`config.mk`:
```
export PLATFORM = sky130hd
export DESIGN_NAME = risc_v_pc_unit
export DESIGN_NICKNAME = d
export VERILOG_FILES = /design/src/rtl/risc_v_pkg.sv /design/src/rtl/risc_v_npc_sel.sv /design/src/rtl/risc_v_pc_unit.sv
export SDC_FILE = /design/constraint.sdc
export NUM_CORES = 1
export LEC_CHECK = 0
export ABC_AREA = 1
export CAP_MARGIN = 10
export CORE_UTILIZATION = 52
export CTS_CLUSTER_SIZE = 10
export DETAILED_ROUTE_END_ITERATION = 6
export PLACE_DENSITY = 0.84
export SLEW_MARGIN = 40
export SYNTH_ARGS = -nofsm -noshare
export SYNTH_HDL_FRONTEND = slang
export SYNTH_SLANG_ARGS = --single-unit
```
`constraint.sdc`:
```
create_clock -name clk -period 4 [get_ports clk]
set_clock_uncertainty 0.15 [all_clocks]
set_input_delay 0.6 -clock clk [delete_from_list [all_inputs] [get_ports clk]]
set_output_delay 0.6 -clock clk [all_outputs]
set_load 0.01 [all_outputs]
```
`src/rtl/risc_v_pkg.sv`:
```
// Shared types for the fetch-stage program-counter unit.
//   state_e : PC unit control state (IDLE/RUN/HOLD)
//   prio_e  : control-flow event priority, higher value wins
//   DEFAULT_TRAP_VECTOR : default trap / misaligned-fault entry address
package risc_v_pkg;

  typedef enum logic [1:0] {
    ST_IDLE = 2'd0,
    ST_RUN  = 2'd1,
    ST_HOLD = 2'd2
  } state_e;

  // A misaligned redirect is promoted to PRIO_TRAP.
  typedef enum logic [1:0] {
    PRIO_NONE     = 2'd0,
    PRIO_REDIRECT = 2'd1,
    PRIO_MRET     = 2'd2,
    PRIO_TRAP     = 2'd3
  } prio_e;

  localparam logic [31:0] DEFAULT_TRAP_VECTOR = 32'h0000_0100;

endpackage

```
`src/rtl/risc_v_npc_sel.sv`:
```
// Next-target selection: resolves same-cycle control-flow events by
// priority (trap > mret > redirect) and converts a misaligned redirect
// into a trap-class event. Purely combinational.
//   trap_valid_i, mret_i, redirect_valid_i : event requests
//   redirect_target_i : redirect destination
//   epc_i             : saved exception PC (mret target source)
//   ev_valid_c_o      : some event is present this cycle
//   ev_prio_c_o       : priority class of the winning event
//   ev_target_c_o     : PC the winning event resolves to
//   ev_misalign_c_o   : winning event is a misaligned redirect
module risc_v_npc_sel
  import risc_v_pkg::*;
#(
  parameter int unsigned           ADDR_WIDTH  = 32,
  parameter logic [ADDR_WIDTH-1:0] TRAP_VECTOR = ADDR_WIDTH'(DEFAULT_TRAP_VECTOR),
  parameter int unsigned           INC         = 4
) (
  input  logic                  trap_valid_i,
  input  logic                  mret_i,
  input  logic                  redirect_valid_i,
  input  logic [ADDR_WIDTH-1:0] redirect_target_i,
  input  logic [ADDR_WIDTH-1:0] epc_i,
  output logic                  ev_valid_c_o,
  output prio_e                 ev_prio_c_o,
  output logic [ADDR_WIDTH-1:0] ev_target_c_o,
  output logic                  ev_misalign_c_o
);

  localparam logic [ADDR_WIDTH-1:0] ALIGN_MASK = ADDR_WIDTH'(INC - 1);

  logic redirect_misaligned;

  assign redirect_misaligned = |(redirect_target_i & ALIGN_MASK);

  // Priority select; the alignment check only matters when redirect wins.
  always_comb begin
    ev_valid_c_o    = 1'b0;
    ev_prio_c_o     = PRIO_NONE;
    ev_target_c_o   = '0;
    ev_misalign_c_o = 1'b0;
    if (trap_valid_i) begin
      ev_valid_c_o  = 1'b1;
      ev_prio_c_o   = PRIO_TRAP;
      ev_target_c_o = TRAP_VECTOR;
    end else if (mret_i) begin
      ev_valid_c_o  = 1'b1;
      ev_prio_c_o   = PRIO_MRET;
      ev_target_c_o = epc_i & ~ALIGN_MASK;
    end else if (redirect_valid_i) begin
      ev_valid_c_o = 1'b1;
      if (redirect_misaligned) begin
        ev_prio_c_o     = PRIO_TRAP;
        ev_target_c_o   = TRAP_VECTOR;
        ev_misalign_c_o = 1'b1;
      end else begin
        ev_prio_c_o   = PRIO_REDIRECT;
        ev_target_c_o = redirect_target_i;
      end
    end
  end

endmodule

```
`src/rtl/risc_v_pc_unit.sv`:
```
// Fetch-stage program-counter unit: next-PC selection, fetch issue over a
// valid/ready handshake, buffering of control-flow events while a fetch is
// outstanding, trap/mret/misaligned-fault handling.
//   clk, reset (sync, active-low)
//   stall                         : blocks issue of a new fetch
//   redirect_valid/target         : taken branch/jump
//   trap_valid/trap_pc            : exception entry, trap_pc saved to epc
//   mret                          : return to epc
//   fetch_valid/fetch_ready/fetch_pc : instruction-memory request
//   pc, epc, badaddr              : architectural registers
//   misalign_fault                : one-cycle pulse per misaligned redirect
module risc_v_pc_unit
  import risc_v_pkg::*;
#(
  parameter int unsigned           ADDR_WIDTH   = 32,
  parameter logic [ADDR_WIDTH-1:0] RESET_VECTOR = '0,
  parameter logic [ADDR_WIDTH-1:0] TRAP_VECTOR  = ADDR_WIDTH'(DEFAULT_TRAP_VECTOR),
  parameter int unsigned           INC          = 4
) (
  input  logic                  clk,
  input  logic                  reset,
  input  logic                  stall,
  input  logic                  redirect_valid,
  input  logic [ADDR_WIDTH-1:0] redirect_target,
  input  logic                  trap_valid,
  input  logic [ADDR_WIDTH-1:0] trap_pc,
  input  logic                  mret,
  output logic                  fetch_valid,
  input  logic                  fetch_ready,
  output logic [ADDR_WIDTH-1:0] fetch_pc,
  output logic [ADDR_WIDTH-1:0] pc,
  output logic [ADDR_WIDTH-1:0] epc,
  output logic [ADDR_WIDTH-1:0] badaddr,
  output logic                  misalign_fault
);

  state_e                state_q;
  logic [ADDR_WIDTH-1:0] pc_q, pc_d;
  logic [ADDR_WIDTH-1:0] epc_q, epc_d;
  logic [ADDR_WIDTH-1:0] badaddr_q, badaddr_d;
  logic [ADDR_WIDTH-1:0] pend_q, pend_d;
  prio_e                 pend_prio_q, pend_prio_d;
  logic                  misalign_q, misalign_d;
  logic                  outst_q;

  logic                  ev_valid_c;
  prio_e                 ev_prio_c;
  logic [ADDR_WIDTH-1:0] ev_target_c;
  logic                  ev_misalign_c;

  logic                  fetch_valid_c;
  logic                  accept_c;
  logic                  outst_c;
  logic                  take_c;

  risc_v_npc_sel #(
    .ADDR_WIDTH (ADDR_WIDTH),
    .TRAP_VECTOR(TRAP_VECTOR),
    .INC        (INC)
  ) u_npc_sel (
    .trap_valid_i     (trap_valid),
    .mret_i           (mret),
    .redirect_valid_i (redirect_valid),
    .redirect_target_i(redirect_target),
    .epc_i            (epc_q),
    .ev_valid_c_o     (ev_valid_c),
    .ev_prio_c_o      (ev_prio_c),
    .ev_target_c_o    (ev_target_c),
    .ev_misalign_c_o  (ev_misalign_c)
  );

  // Handshake status and event acceptance. Once raised, valid is held by
  // the registered outstanding flag regardless of stall.
  always_comb begin
    fetch_valid_c = (state_q != ST_IDLE) && (!stall || outst_q);
    accept_c      = fetch_valid_c && fetch_ready;
    outst_c       = fetch_valid_c && !fetch_ready;
    take_c        = 1'b0;
    if (ev_valid_c) begin
      if (state_q == ST_RUN) begin
        take_c = 1'b1;
      end else if (state_q == ST_HOLD) begin
        take_c = (ev_prio_c >= pend_prio_q);
      end
    end
  end

  // Next-state datapath: CSR-like registers update when the event is
  // taken, the PC change itself may be deferred into the pending register.
  always_comb begin
    pc_d        = pc_q;
    epc_d       = epc_q;
    badaddr_d   = badaddr_q;
    pend_d      = pend_q;
    pend_prio_d = pend_prio_q;
    misalign_d  = 1'b0;

    if (take_c) begin
      misalign_d = ev_misalign_c;
      if (ev_misalign_c) begin
        badaddr_d = redirect_target;
        epc_d     = pc_q;
      end else if (trap_valid) begin
        epc_d = trap_pc;
      end
    end

    case (state_q)
      ST_RUN: begin
        if (take_c) begin
          if (outst_c) begin
            pend_d      = ev_target_c;
            pend_prio_d = ev_prio_c;
          end else begin
            pc_d = ev_target_c;
          end
        end else if (accept_c) begin
          pc_d = pc_q + ADDR_WIDTH'(INC);
        end
      end
      ST_HOLD: begin
        if (take_c) begin
          pend_d      = ev_target_c;
          pend_prio_d = ev_prio_c;
        end
        if (accept_c) begin
          pc_d        = take_c ? ev_target_c : pend_q;
          pend_prio_d = PRIO_NONE;
        end
      end
      default: ;
    endcase
  end

  // State machine and register bank.
  always_ff @(posedge clk) begin
    if (!reset) begin
      state_q     <= ST_IDLE;
      pc_q        <= RESET_VECTOR;
      epc_q       <= '0;
      badaddr_q   <= '0;
      pend_q      <= '0;
      pend_prio_q <= PRIO_NONE;
      misalign_q  <= 1'b0;
      outst_q     <= 1'b0;
    end else begin
      pc_q        <= pc_d;
      epc_q       <= epc_d;
      badaddr_q   <= badaddr_d;
      pend_q      <= pend_d;
      pend_prio_q <= pend_prio_d;
      misalign_q  <= misalign_d;
      outst_q     <= outst_c;
      case (state_q)
        ST_IDLE: state_q <= ST_RUN;
        ST_RUN:  if (take_c && outst_c) state_q <= ST_HOLD;
        ST_HOLD: if (accept_c) state_q <= ST_RUN;
        default: state_q <= ST_IDLE;
      endcase
    end
  end

  assign fetch_valid    = fetch_valid_c;
  assign fetch_pc       = pc_q;
  assign pc             = pc_q;
  assign epc            = epc_q;
  assign badaddr        = badaddr_q;
  assign misalign_fault = misalign_q;

endmodule

```
Yosys cells after proc, flatten, opt, wreduce, memory -nomap -nowiden. Index checks and enable logic that the tools add are counted.

Register bits after elaboration: 134. Output and inout port bits: 130. Input bits: 71. Word-level logic and storage cells: 75.

Muxes and demuxes: 37. Reduce and logical (&&, ||, !) cells: 19. Order comparisons: 1. Add/sub/neg operators: 1. Eq/ne operators: 9.

Operator list (count): two-way mux 32 bit (13); one-hot mux 32 bit (2 select lines) (2); adder 32 x 3 -> 32 bit (second input constant) (1); two-way mux 2 bit (10); two-way mux 1 bit (10); != test 3 bit (second input constant) (3); AND reduction 2 bit (4); AND reduction 4 bit (2); != test 2 bit (second input constant) (3); one-hot mux 2 bit (3 select lines) (1); nonzero test 2 bit (3); logical AND 1 bit (4); one-hot mux 2 bit (2 select lines) (1); AND reduction 3 bit (1); == test 2 x 1 -> 1 bit (second input constant) (1); == test 2 bit (second input constant) (1); >= comparator 2 bit (1); logical NOT 1 bit (2); logical NOT 2 bit (1); != test 2 x 1 -> 1 bit (second input constant) (1); OR reduction 2 bit (1); logical OR 1 bit (1).

Depth between registers and ports, before layout. Gate-level depths: netlist of run 1.

Depth after elaboration: 12. Mapped depth: 17. Gate-level depth less buffers: 16.

By module. A second synthesis of run 1 with hierarchy kept.

Cells, all modules: 1220. Area, all modules: 8199.1 um^2.

By module, submodules not included: risc_v_pc_unit (seq. area each 2682.6 um^2, times used 1, area an instance 7529.7 um^2, cells an instance 1103); risc_v_npc_sel (seq. area each 0.0 um^2, times used 1, area an instance 669.4 um^2, cells an instance 117).

Worst setup path before layout of run 1. No wires, ideal clock.

Kind: input port to flip-flop. Start point: input port trap_valid. End point: register epc_q[23] (netlist: epc[23]). Cell stages on the path: 13. Arrival: 2257 ps. Setup slack: 1457 ps. Buffers on the path: 3. Required time: 3713 ps. Library setup time: 137 ps. Cells stage by stage: buf_6 -> buf_2 -> nor2_1 -> ha_1 -> nand2_1 -> nand3_1 -> nand2_1 -> nand2_4 -> nand2_1 -> clkinv_1 -> buf_2 -> o21ai_0 -> a31oi_1.

Word-level cells in the longest chain between the ends: 6. Elaborated cells on any way between the ends: 10. Those cells by class: 1 x order compare; 7 x mux; 2 x reduce/logical.

RTL lines: start, declared (line risc_v_pc_unit.sv:25) `input logic trap_valid,`; two-way mux 2 bit (line risc_v_npc_sel.sv:41) `if (trap_valid_i) begin`; >= comparator 2 bit (line risc_v_pc_unit.sv:83) `take_c = (ev_prio_c >= pend_prio_q);`; two-way mux 1 bit (line risc_v_pc_unit.sv:82) `end else if (state_q == ST_HOLD) begin`; two-way mux 1 bit (line risc_v_pc_unit.sv:80) `if (state_q == ST_RUN) begin`; two-way mux 1 bit (line risc_v_pc_unit.sv:79) `if (ev_valid_c) begin`; AND reduction 2 bit (no line); end signal, assigned (line risc_v_pc_unit.sv:148) `epc_q <= epc_d;`; end, declared (line risc_v_pc_unit.sv:39) `logic [ADDR_WIDTH-1:0] epc_q, epc_d;`.

Parallel ways exist; a longest one is shown, timed or not. A chain may end at the register's enable or synchronous reset.

Final worst setup path of run 1.
Start point: input port redirect_target[0]. End point: register epc_q[8] (netlist: epc[8]).

Word-level cells in the longest chain between the ends: 10. Elaborated cells on any way between the ends: 16. Those cells by class: 1 x order compare; 12 x mux; 3 x reduce/logical.

RTL lines: start, declared (line risc_v_pc_unit.sv:24) `input logic [ADDR_WIDTH-1:0] redirect_target,`; OR reduction 2 bit (*) (line risc_v_npc_sel.sv:33) `assign redirect_misaligned = |(redirect_target_i & ALIGN_MASK);`; two-way mux 2 bit (line risc_v_npc_sel.sv:51) `if (redirect_misaligned) begin`; two-way mux 2 bit (line risc_v_npc_sel.sv:49) `end else if (redirect_valid_i) begin`; two-way mux 2 bit (line risc_v_npc_sel.sv:45) `end else if (mret_i) begin`; two-way mux 2 bit (line risc_v_npc_sel.sv:41); >= comparator 2 bit (line risc_v_pc_unit.sv:83); two-way mux 1 bit (line risc_v_pc_unit.sv:82); two-way mux 1 bit (line risc_v_pc_unit.sv:80); two-way mux 1 bit (line risc_v_pc_unit.sv:79); AND reduction 2 bit (no line).

Every way passes the cells marked *; elsewhere a longest branch is shown, timed or not.

==> results of run 1 <==
## stage by stage
| stage | std cells | hold WS, ps | util [%] | cell area [um^2] |
|---|---|---|---|---|
| global placement | 1540 | 300 | 65.6 | 9640 |
| finish | 1570 | 314 | 69.2 | 10200 |
| detailed placement | 1540 | 308 | 65.6 | 9640 |
| CTS | 1570 | 315 | 69.2 | 10200 |
| floorplan | 1248 | 291 | - | 7930 |
| global route | 1570 | 342 | 69.2 | 10200 |
## power by group
group	switching (mW)	internal (mW)	total [mW]
Sequential	0.569	1.80	2.37
Clock	0.571	0.863	1.43
Combinational	2.09	1.54	3.63
Total	3.23	4.20	7.43
## layout by cell type (no fill, tap or decap), types with 14 or more instances in the layout
master,count
a31oi_1,49
buf_4,16
o21ai_0,115
a21oi_2,14
nand4_1,19
nand2_1,417
dfxtp_1,134
clkbuf_16,17
inv_1,67
a21oi_1,96
clkdlybuf4s50_1,199
nor2_1,107
nand3_1,60
## final timing paths
path,from,endpoint,slack (ps),depth (start not counted)
setup / recovery,redirect_target[0],epc[8],770,15
hold / removal,pend_q[1],pend_q[1],310,2
setup reg to reg,state_q[0],fetch_pc[6],1220,10
hold reg to reg,pend_q[1],pend_q[1],310,2
## sequential cells by signal, summed over array words and instances, names as in the netlist
signal          count
badaddr            32
epc                32
fetch_pc           32
misalign_fault      1
outst_q             1
pend_prio_q         2
pend_q             32
state_q             2
## worst max-delay path: cells and delay by family
| family | cells | cell delay [ps] |
|---|---|---|
| adder cells (fa/ha/maj) | 1 | 290 |
| AO/OA/AOI/OAI | 2 | 410 |
| buffers and inverters | 4 | 1050 |
| AND/OR/NAND/NOR | 8 | 1050 |
## per-layer routing
metal  wire length (um)  global-route usage [%]  part of all wire [%]
met4                747                    14.3                   2.8
met5                  0                       0                     0
met3               2950                    8.47                    11
met1              11400                    46.6                    42
met2              11800                    50.9                    44
## cell type report
type | instances | area share [%]
Clock buffer | 26 | 5.01
Clock inverter | 4 | 0.197
Inverter | 79 | 2.93
Multi-Input combinational cell | 926 | 42.3
Sequential cell | 134 | 26.4
Tap cell | 184 | 2.26
Timing Repair Buffer | 217 | 20.9
## kinds of logic after synthesis
logic type	count (synthesis)	synth area share, %
and+or+nand+nor	627	32.9
DFF	134	33.8
AOI/OAI and AO/OA	289	19.9
buffers and inverters	188	12.0
xor gates and xnor gates	4	0.442
adders and majority gates	6	0.946
==> impl_results.md, run 1 <==
- Min Clock Period, post-route: 3230 ps
- Nature of the critical path startpoint: input pin
- Total grt overflow: 0
- Chip Height: 126 um
- Skew-Pair Late Insertion Delay: between 400 and 500 ps
- Final setup violation count: 0
- Most instantiated library cell after synthesis: nand2_1
- GP Congestion: 0.865
- Io pins: 201
- Fmax: 0.310 GHz
- Slew HR: 41.8%
- Synth unique cells: 36
- CTS tree: yes
- Core footprint: 14700 um^2
- Pwr Density: roughly 730 nW/um^2
- CP max stage cell: buf_4
- Crit-path max FO: 64
- Root buffer cell: clkbuf_16
- Register Area: around 2700 um^2
- Largest net degree at the start of global routing: around 110
- DRC: 5
- Synth Instances: between 1000 and 1500
- Setup Total Neg Slack: 0 ps
- Critical path class: in -> reg
- Run status: complete, but fails checks
- Number of fillers in the final layout: between 1000 and 1500
- CTS Sinks: approximately 130
- Final Hold Fails: 0
- Final slew viol count: 0
- Synth cell count leaders: nand2_1, dfxtp_1, o21ai_0, nor2_1, a21oi_1
- Chip Width: 126 um
- Layout area overhead: 28.2%
- Setup Buffers After CTS: 0
- Row cnt: 44
- Worst Hold Class: reg -> reg
- Yosys top cell area share: about a third
- Pwr Total: roughly 7.4 mW
- Synthesized Nets: 1325
- Routed vias/inst: around 5.8
- Failing checks: DRC
- EDFF count, synth: 0
- Vias in the first global route: a little over 8000
- Critical path arrival: 3420 ps
- # diodes: 0
- Async SR Flop Fraction: 0%
- Vias: 9082
- Synthesized area: 7930 um^2
- Initial DRC Count: 1093
- Avg WL per Cell: 17.1 um
- Setup WS post-layout: between 700 and 800 ps
- Top cells by area, synth: dfxtp_1, nand2_1, o21ai_0
- Worst-path clk slew: around 50 ps
- Die area: around 16000 um^2
- Max Buffers Root-to-Sink: 2
- Routed WL: ~27000 um
- Yosys top cell by area: dfxtp_1
- Share of cells above drive strength 1: under 10%
- Worst-Margin Slew: between 800 and 900 ps
- Maxcap violations: 0
- Number of cells upsized or downsized after cts: 0
- YS warnings: 0
- DP Worst Slack: around 400 ps
- Final ANT Viol Nets: 0
- Syn avg cell area: roughly 6.4 um^2
- Main synth FF type: dfxtp_1
- Initial antenna violation count: 0
- Seq/Total Area, Yosys: around 34%
- CP Cell Sequence: clkdlybuf4s50_1 -> nor2_1 -> nor2_1 -> inv_2 -> nand2_1 -> ha_1 -> nand2_1 -> nand3_1 -> nand2_1 -> nand2_4 -> nand2_1 -> clkinv_1 -> buf_4 -> o21ai_0 -> a31oi_1
- RSZ-0062 raised after global routing: false
- Fin nets: around 1500
- Pleak: ~4.3 nW
- Starting Density: a little over half
- CP Capture Type: flop
- GRT Util Overall: about a third
- Tcrit/Tclk final: approximately four fifths
- Port Buffers: 200
- Drt first pass iters: 7
- First-pass GRT wire length: around 43000 um
- Critical Path RT: ~4200 ps
- VDD IR max: 0.373 mV
- Seq cells post-synth: 134
- Slowest Stage Delay on Critical Path: roughly 480 ps
- TritonCTS buffer count: 17
- Worst path most repeated cell: nand2_1
- # H-tree levels: 4
- Hold_buf cts: 0
- Area of the multi-input gates: approximately 4300 um^2
- DP HPWL: ~18000 um
(Power assumes the default switching activity.)
==> inputs of run 2 (changes only) <==
--- a/config.mk
+++ b/config.mk
@@ -7,10 +7,10 @@
 export LEC_CHECK = 0
 export ABC_AREA = 1
 export CAP_MARGIN = 10
-export CORE_UTILIZATION = 52
+export CORE_UTILIZATION = 50
 export CTS_CLUSTER_SIZE = 10
 export DETAILED_ROUTE_END_ITERATION = 6
-export PLACE_DENSITY = 0.84
+export PLACE_DENSITY = 0.81
 export SLEW_MARGIN = 40
 export SYNTH_ARGS = -nofsm -noshare
 export SYNTH_HDL_FRONTEND = slang
==> constraint.sdc (replaced) <==
create_clock -name clk -period 3.38 [get_ports clk]
set_clock_uncertainty 0.15 [all_clocks]
set_input_delay 0.507 -clock clk [delete_from_list [all_inputs] [get_ports clk]]
set_output_delay 0.507 -clock clk [all_outputs]
set_load 0.01 [all_outputs]
==> run 2 against run 1 <==
The run now ends clean. Sequential share of layout area decreased by 0.59 points. Non-clock buffer count increased by 7. Largest power group unchanged. Critical path depth stayed put. First-iteration DRC count down 1.0%. Sequential power increased by 18%.
==> impl_results.md, run 2 (synthesized netlist as in run 1, its figures left out) <==
- DRC: 0 (-5)
- Run status: complete, no violations
- Share of cells above drive strength 1: 7.38% (+0.89 points)
- Most frequent cells in the layout: nand2_1, clkdlybuf4s50_1, dfxtp_1
- Skew-Pair Late Insertion Delay: 420 ps (about the same)
- Fmax: about 0.37 GHz
- Largest net degree at the start of global routing: 67 (-41%)
- Final Hold Fails: 0 (unchanged)
- First-pass GRT wire length: 42100 um (-1.8%)
- RSZ-0062 raised after global routing: false
- Avg WL per Cell: 16.6 um (-3.2%)
- Worst-Margin Slew: 700 ps (-168 ps)
- Hold_buf cts: 0 (unchanged)
- CTS Sinks: 134 (unchanged)
- Max Buffers Root-to-Sink: 2 (unchanged)
- Min Clock Period, post-route: 2710 ps
- VDD IR max: 0.539 mV (+45%)
- # H-tree levels: 4 (unchanged)
- DP HPWL: 18200 um (+0.76%)
- CP Capture Type: flop
- Maxcap violations: 0 (unchanged)
- Chip Width: 128 um (+1.9%)
- Chip Height: 128 um (+1.9%)
- Nature of the critical path startpoint: input pin
- CP max stage cell: clkdlybuf4s50_1
- Vias: 9019 (-0.69%)
- Setup Buffers After CTS: 0 (unchanged)
- Drt first pass iters: 7 (unchanged)
- Routed WL: 26600 um (-0.93%)
- Pleak: 4.41 nW (+2.2%)
- CTS tree: yes
- TritonCTS buffer count: 17 (unchanged)
- Layout area overhead: 31.1%
- Slowest Stage Delay on Critical Path: 420 ps (-60 ps)
- Crit-path max FO: 34 (-47%)
- Die area: 16400 um^2 (+3.9%)
- # diodes: 0 (unchanged)
- Number of fillers in the final layout: 1338 (+4.5%)
- Commonest non-fill, non-tap cell in the layout: nand2_1
- Final ANT Viol Nets: 0 (unchanged)
- Core footprint: 15400 um^2 (+4.6%)
- Final setup violation count: 0 (unchanged)
- Worst path most repeated cell: nand2_1
- Final slew viol count: 0 (unchanged)
- Setup Total Neg Slack: 0 ps (unchanged)
- Worst-path clk slew: 60 ps (about the same)
- Root buffer cell: clkbuf_16
- Routed vias/inst: 5.62 (-2.9%)
- GP Congestion: 0.881 (+1.9%)
- Io pins: 201 (unchanged)
- Row cnt: 45 (+2.3%)
- Critical path class: in -> reg
- Critical Path RT: 3580 ps (-610 ps)
- Pwr Total: 9.20 mW (+24%)
- GRT Util Overall: 32.8% (-1.3 points)
- Vias in the first global route: 8045 (-3.2%)
- Initial DRC Count: 1082 (-1.0%)
- Tcrit/Tclk final: about four fifths
- Number of cells upsized or downsized after cts: 0 (unchanged)
- Starting Density: 51.6% (-2.4 points)
- Total grt overflow: 0 (unchanged)
- Initial antenna violation count: 0 (unchanged)
- Fin nets: 1459 (+0.48%)
- Slew HR: 53.4% (+12 points)
- CP Cell Sequence: clkdlybuf4s50_1 -> nor2_1 -> nor2_1 -> inv_2 -> nand2_1 -> ha_1 -> nand2_1 -> nand3_1 -> nand2_1 -> nand2_4 -> nand2_8 -> nor2_4 -> buf_4 -> o21ai_0 -> a21oi_1
- Worst Hold Class: in -> reg
- Pwr Density: 885 nW/um^2 (+21%)
- Critical path arrival: 2910 ps (-510 ps)
- Port Buffers: 200 (unchanged)
==> run 2: cell types whose count changed in the layout (fill, tap and decap cells not counted) <==
| cell | previous run | this run |
|---|---|---|
| buf_4 | 16 | 22 |
| bufinv_16 | 0 | 5 |
| clkbuf_8 | 5 | 0 |
| clkbuf_1 | 4 | 0 |
| clkinv_4 | 0 | 4 |
| buf_12 | 0 | 2 |
| clkinv_2 | 5 | 3 |
| clkinvlp_4 | 0 | 2 |
| inv_6 | 0 | 2 |
| buf_6 | 1 | 0 |
| clkinv_1 | 2 | 1 |
| inv_1 | 67 | 68 |
==> run 2: stage by stage <==
stage	utilization, %	cell area, um^2	cells	hold WS, ps	setup WS [ps]
2_1_floorplan	-	7930	1248	291	930
3_3_place_gp	63.4	9750	1574	298	326
3_5_place_dp	63.4	9750	1574	307	241
4_1_cts	67.7	10400	1606	208	697
5_1_grt	67.7	10400	1606	214	307
6_report	67.7	10400	1606	222	669
==> run 2: worst max-delay path: cells and delay by family <==
kind                       cells  cell delay, ps
AOI/OAI and AO/OA              2             280
adders and majority gates      1             290
buffers and inverters          3             800
and+or+nand+nor                9            1000
==> run 2: cell type report <==
type / instances / area, um^2 / area share, %
well taps: 211 / 264 / 2.54
clock inverters: 15 / 228 / 2.19
flip-flops and latches: 134 / 2680 / 25.8
inverters: 79 / 298 / 2.86
clock buffers: 17 / 425 / 4.09
repair buffers: 224 / 2200 / 21.2
multi-input cells: 926 / 4300 / 41.4
==> run 2: path summary, 6_finish.rpt <==
path,startpoint,end,slack [ps],cells after the start
setup / recovery,redirect_target[0],badaddr[0],670,15
setup reg to reg,state_q[0],fetch_pc[28],1070,9
hold / removal,reset,misalign_fault,220,3
hold reg to reg,pend_q[1],pend_q[1],320,2
==> run 2: power by group <==
group | internal [mW] | leakage, nW | switching [mW]
registers | 2.13 | 1.10 | 0.658
logic | 1.87 | 3.00 | 2.48
clock network | 1.31 | 0.314 | 0.756
==> run 2: layer usage <==
layer  up-vias  share of wire, %  GRT usage, %
li1       4329                 -             -
met1      4128                43          44.8
met2       516                45          50.3
met3        46                10          7.72
met4         0               2.4          12.0
met5         -                 0             0
==> inputs of run 3 (changes only) <==
--- a/config.mk
+++ b/config.mk
@@ -7,10 +7,10 @@
 export LEC_CHECK = 0
 export ABC_AREA = 1
 export CAP_MARGIN = 10
-export CORE_UTILIZATION = 50
+export CORE_UTILIZATION = 45
 export CTS_CLUSTER_SIZE = 10
 export DETAILED_ROUTE_END_ITERATION = 6
-export PLACE_DENSITY = 0.81
+export PLACE_DENSITY = 0.77
 export SLEW_MARGIN = 40
 export SYNTH_ARGS = -nofsm -noshare
 export SYNTH_HDL_FRONTEND = slang
==> constraint.sdc (replaced) <==
create_clock -name clk -period 2.4 [get_ports clk]
set_clock_uncertainty 0.15 [all_clocks]
set_input_delay 0.36 -clock clk [delete_from_list [all_inputs] [get_ports clk]]
set_output_delay 0.36 -clock clk [all_outputs]
set_load 0.01 [all_outputs]
==> run 3 against run 2 <==
Final area rose by 5.4%. Total power increased by 48%. Register-to-register slack lost 790 ps. Non-clock buffer count is 34 higher. Clock power grew 36%. Die area grew 11%. Flip-flop and latch count is the same. Combinational power is 61% higher. Critical path type unchanged.
==> impl_results.md, run 3 (synthesized netlist as in run 1, its figures left out) <==
- Layout area overhead: 38.2%
- Largest net degree at the start of global routing: 63 (-6.0%)
- Chip Width: 135 um (+5.3%)
- Final Hold Fails: 0 (unchanged)
- Pwr Density: 1250 nW/um^2 (+41%)
- # H-tree levels: 4 (unchanged)
- Critical path class: in -> reg
- Run status: complete, no violations
- First-pass GRT wire length: 43200 um (+2.7%)
- Maxcap violations: 0 (unchanged)
- Final cell count without fillers: 1655 (+3.1%)
- GRT Util Overall: 30.4% (-2.4 points)
- Vias in the first global route: 8493 (+5.6%)
- Slew HR: 69.1% (+16 points)
- Number of placed instances with taps included: 1618 (+2.8%)
- Initial DRC Count: 1061 (-1.9%)
- Worst-path clk slew: 60 ps (about the same)
- DRC: 0 (unchanged)
- Port Buffers: 200 (unchanged)
- Worst-Margin Slew: 464 ps (-235 ps)
- Routed vias/inst: 5.51 (-1.9%)
- Vias: 9121 (+1.1%)
- GP Congestion: 0.865 (-1.9%)
- Crit-path max FO: 11 (-68%)
- Nature of the critical path startpoint: input pin
- DP HPWL: 18900 um (+4.3%)
- Fin util: 63.6% (-4.1 points)
- VDD IR max: 0.747 mV (+39%)
- RSZ-0062 raised after global routing: true
- CTS Sinks: 134 (unchanged)
- Pleak: 4.67 nW (+6.0%)
- Root buffer cell: clkbuf_16
- Fin nets: 1494 (+2.4%)
- Critical Path RT: 2570 ps (-1010 ps)
- Fmax: roughly 0.44 GHz
- Tcrit/Tclk final: between 90% and 100%
- Max Buffers Root-to-Sink: 2 (unchanged)
- # diodes: 0 (unchanged)
- Commonest non-fill, non-tap cell in the layout: nand2_1
- CP Capture Type: flop
- Drt first pass iters: 5 (-2)
- Final slew viol count: 0 (unchanged)
- Most frequent cells in the layout: nand2_1, clkdlybuf4s50_1, dfxtp_1
- Pwr Total: 13.7 mW (+48%)
- Io pins: 201 (unchanged)
- Die area: 18200 um^2 (+11%)
- Routed WL: 27900 um (+4.8%)
- Final ANT Viol Nets: 0 (unchanged)
- Initial antenna violation count: 0 (unchanged)
- Starting Density: 46.0% (-5.6 points)
- Skew-Pair Late Insertion Delay: 430 ps (about the same)
- TritonCTS buffer count: 17 (unchanged)
- Total grt overflow: 0 (unchanged)
- Avg WL per Cell: 16.9 um (+1.7%)
- Share of cells above drive strength 1: 11.0% (+3.7 points)
- Final setup violation count: 0 (unchanged)
- Critical path arrival: 2460 ps (-450 ps)
- Chip Height: 135 um (+5.3%)
- Min Clock Period, post-route: between 2000 and 2500 ps
- CTS tree: yes
- Core footprint: 17200 um^2 (+12%)
- Row cnt: 48 (+6.7%)
- Worst Hold Class: in -> reg
[run 3: cell types whose count changed in the layout (fill, tap and decap cells not counted), moves of 4 or more]
cell,previous run,this run
dlymetal6s2s_1,0,4
nor2_1,107,91
nor2_2,3,19
o21ai_1,10,16
buf_12,2,15
buf_4,22,37
clkdlybuf4s50_1,199,195
o21ai_0,115,109
[run 3: power by group]
group	switching, mW	total [mW]	internal, mW
clock network	1.07	2.82	1.75
logic	3.80	6.99	3.19
registers	0.848	3.85	3.00
total	5.72	13.7	7.94
[run 3: final cells by class]
cell class              instances  area (um^2)
flip-flops and latches        134         2680
repair buffers                258         2680
well taps                     225          282
fillers                      1562         6270
clock buffers                  18          429
multi-input cells             927         4390
inverters                      79          300
clock inverters                14          201
[run 3: metrics by stage]
stage | setup TNS [ps] | worst slack [ps] | area, um^2 | hold slack (ps)
6_report | 0 | 106 | 11000 | 269
5_1_grt | -35.0 | -16.2 | 11000 | 279
4_1_cts | 0 | 34.1 | 10800 | 247
3_5_place_dp | -39180 | -363 | 10100 | 304
3_3_place_gp | -32600 | -292 | 10100 | 298
2_1_floorplan | 0 | 96.6 | 7930 | 291
[run 3: worst max-delay path, cell delays in order]
cell and delay (ps):
clkdlybuf4s50_1 430, nor2_2 150, nor2_2 50, inv_2 60
nand2_2 70, ha_4 270, nand2_1 50, nand3_1 80
nand2_2 70, nand2_4 170, nand2_8 90, buf_12 130
buf_12 130, nand2_1 50, nand2_1 70, a21oi_1 140
a21oi_1 80
[run 3: path summary, 6_finish.rpt]
check                          start            to  slack (ps)  cells past startpoint
hold reg to reg            pend_q[0]     pend_q[0]         310                      2
setup / recovery  redirect_target[1]  fetch_pc[21]         110                     17
setup reg to reg         fetch_pc[2]  fetch_pc[22]         280                     11
hold / removal                 reset        epc[8]         270                      3
[run 3: routing by layer]
metal | wire length (um) | vias up | GRT usage (%)
li1 | - | 4407 | -
met1 | 11800 | 4145 | 40.8
met2 | 12600 | 499 | 46.9
met3 | 2830 | 70 | 6.72
met4 | 724 | 0 | 13.0
met5 | 0 | - | 0
[run 3: timing repair]
item | CTS | global route
buffers inserted | 0 | 2
setup endpoints to repair | 0 | 118
gates resized for setup | 0 | 38
hold buffers | 0 | 0
endpoints found under the hold margin | 0 | 0
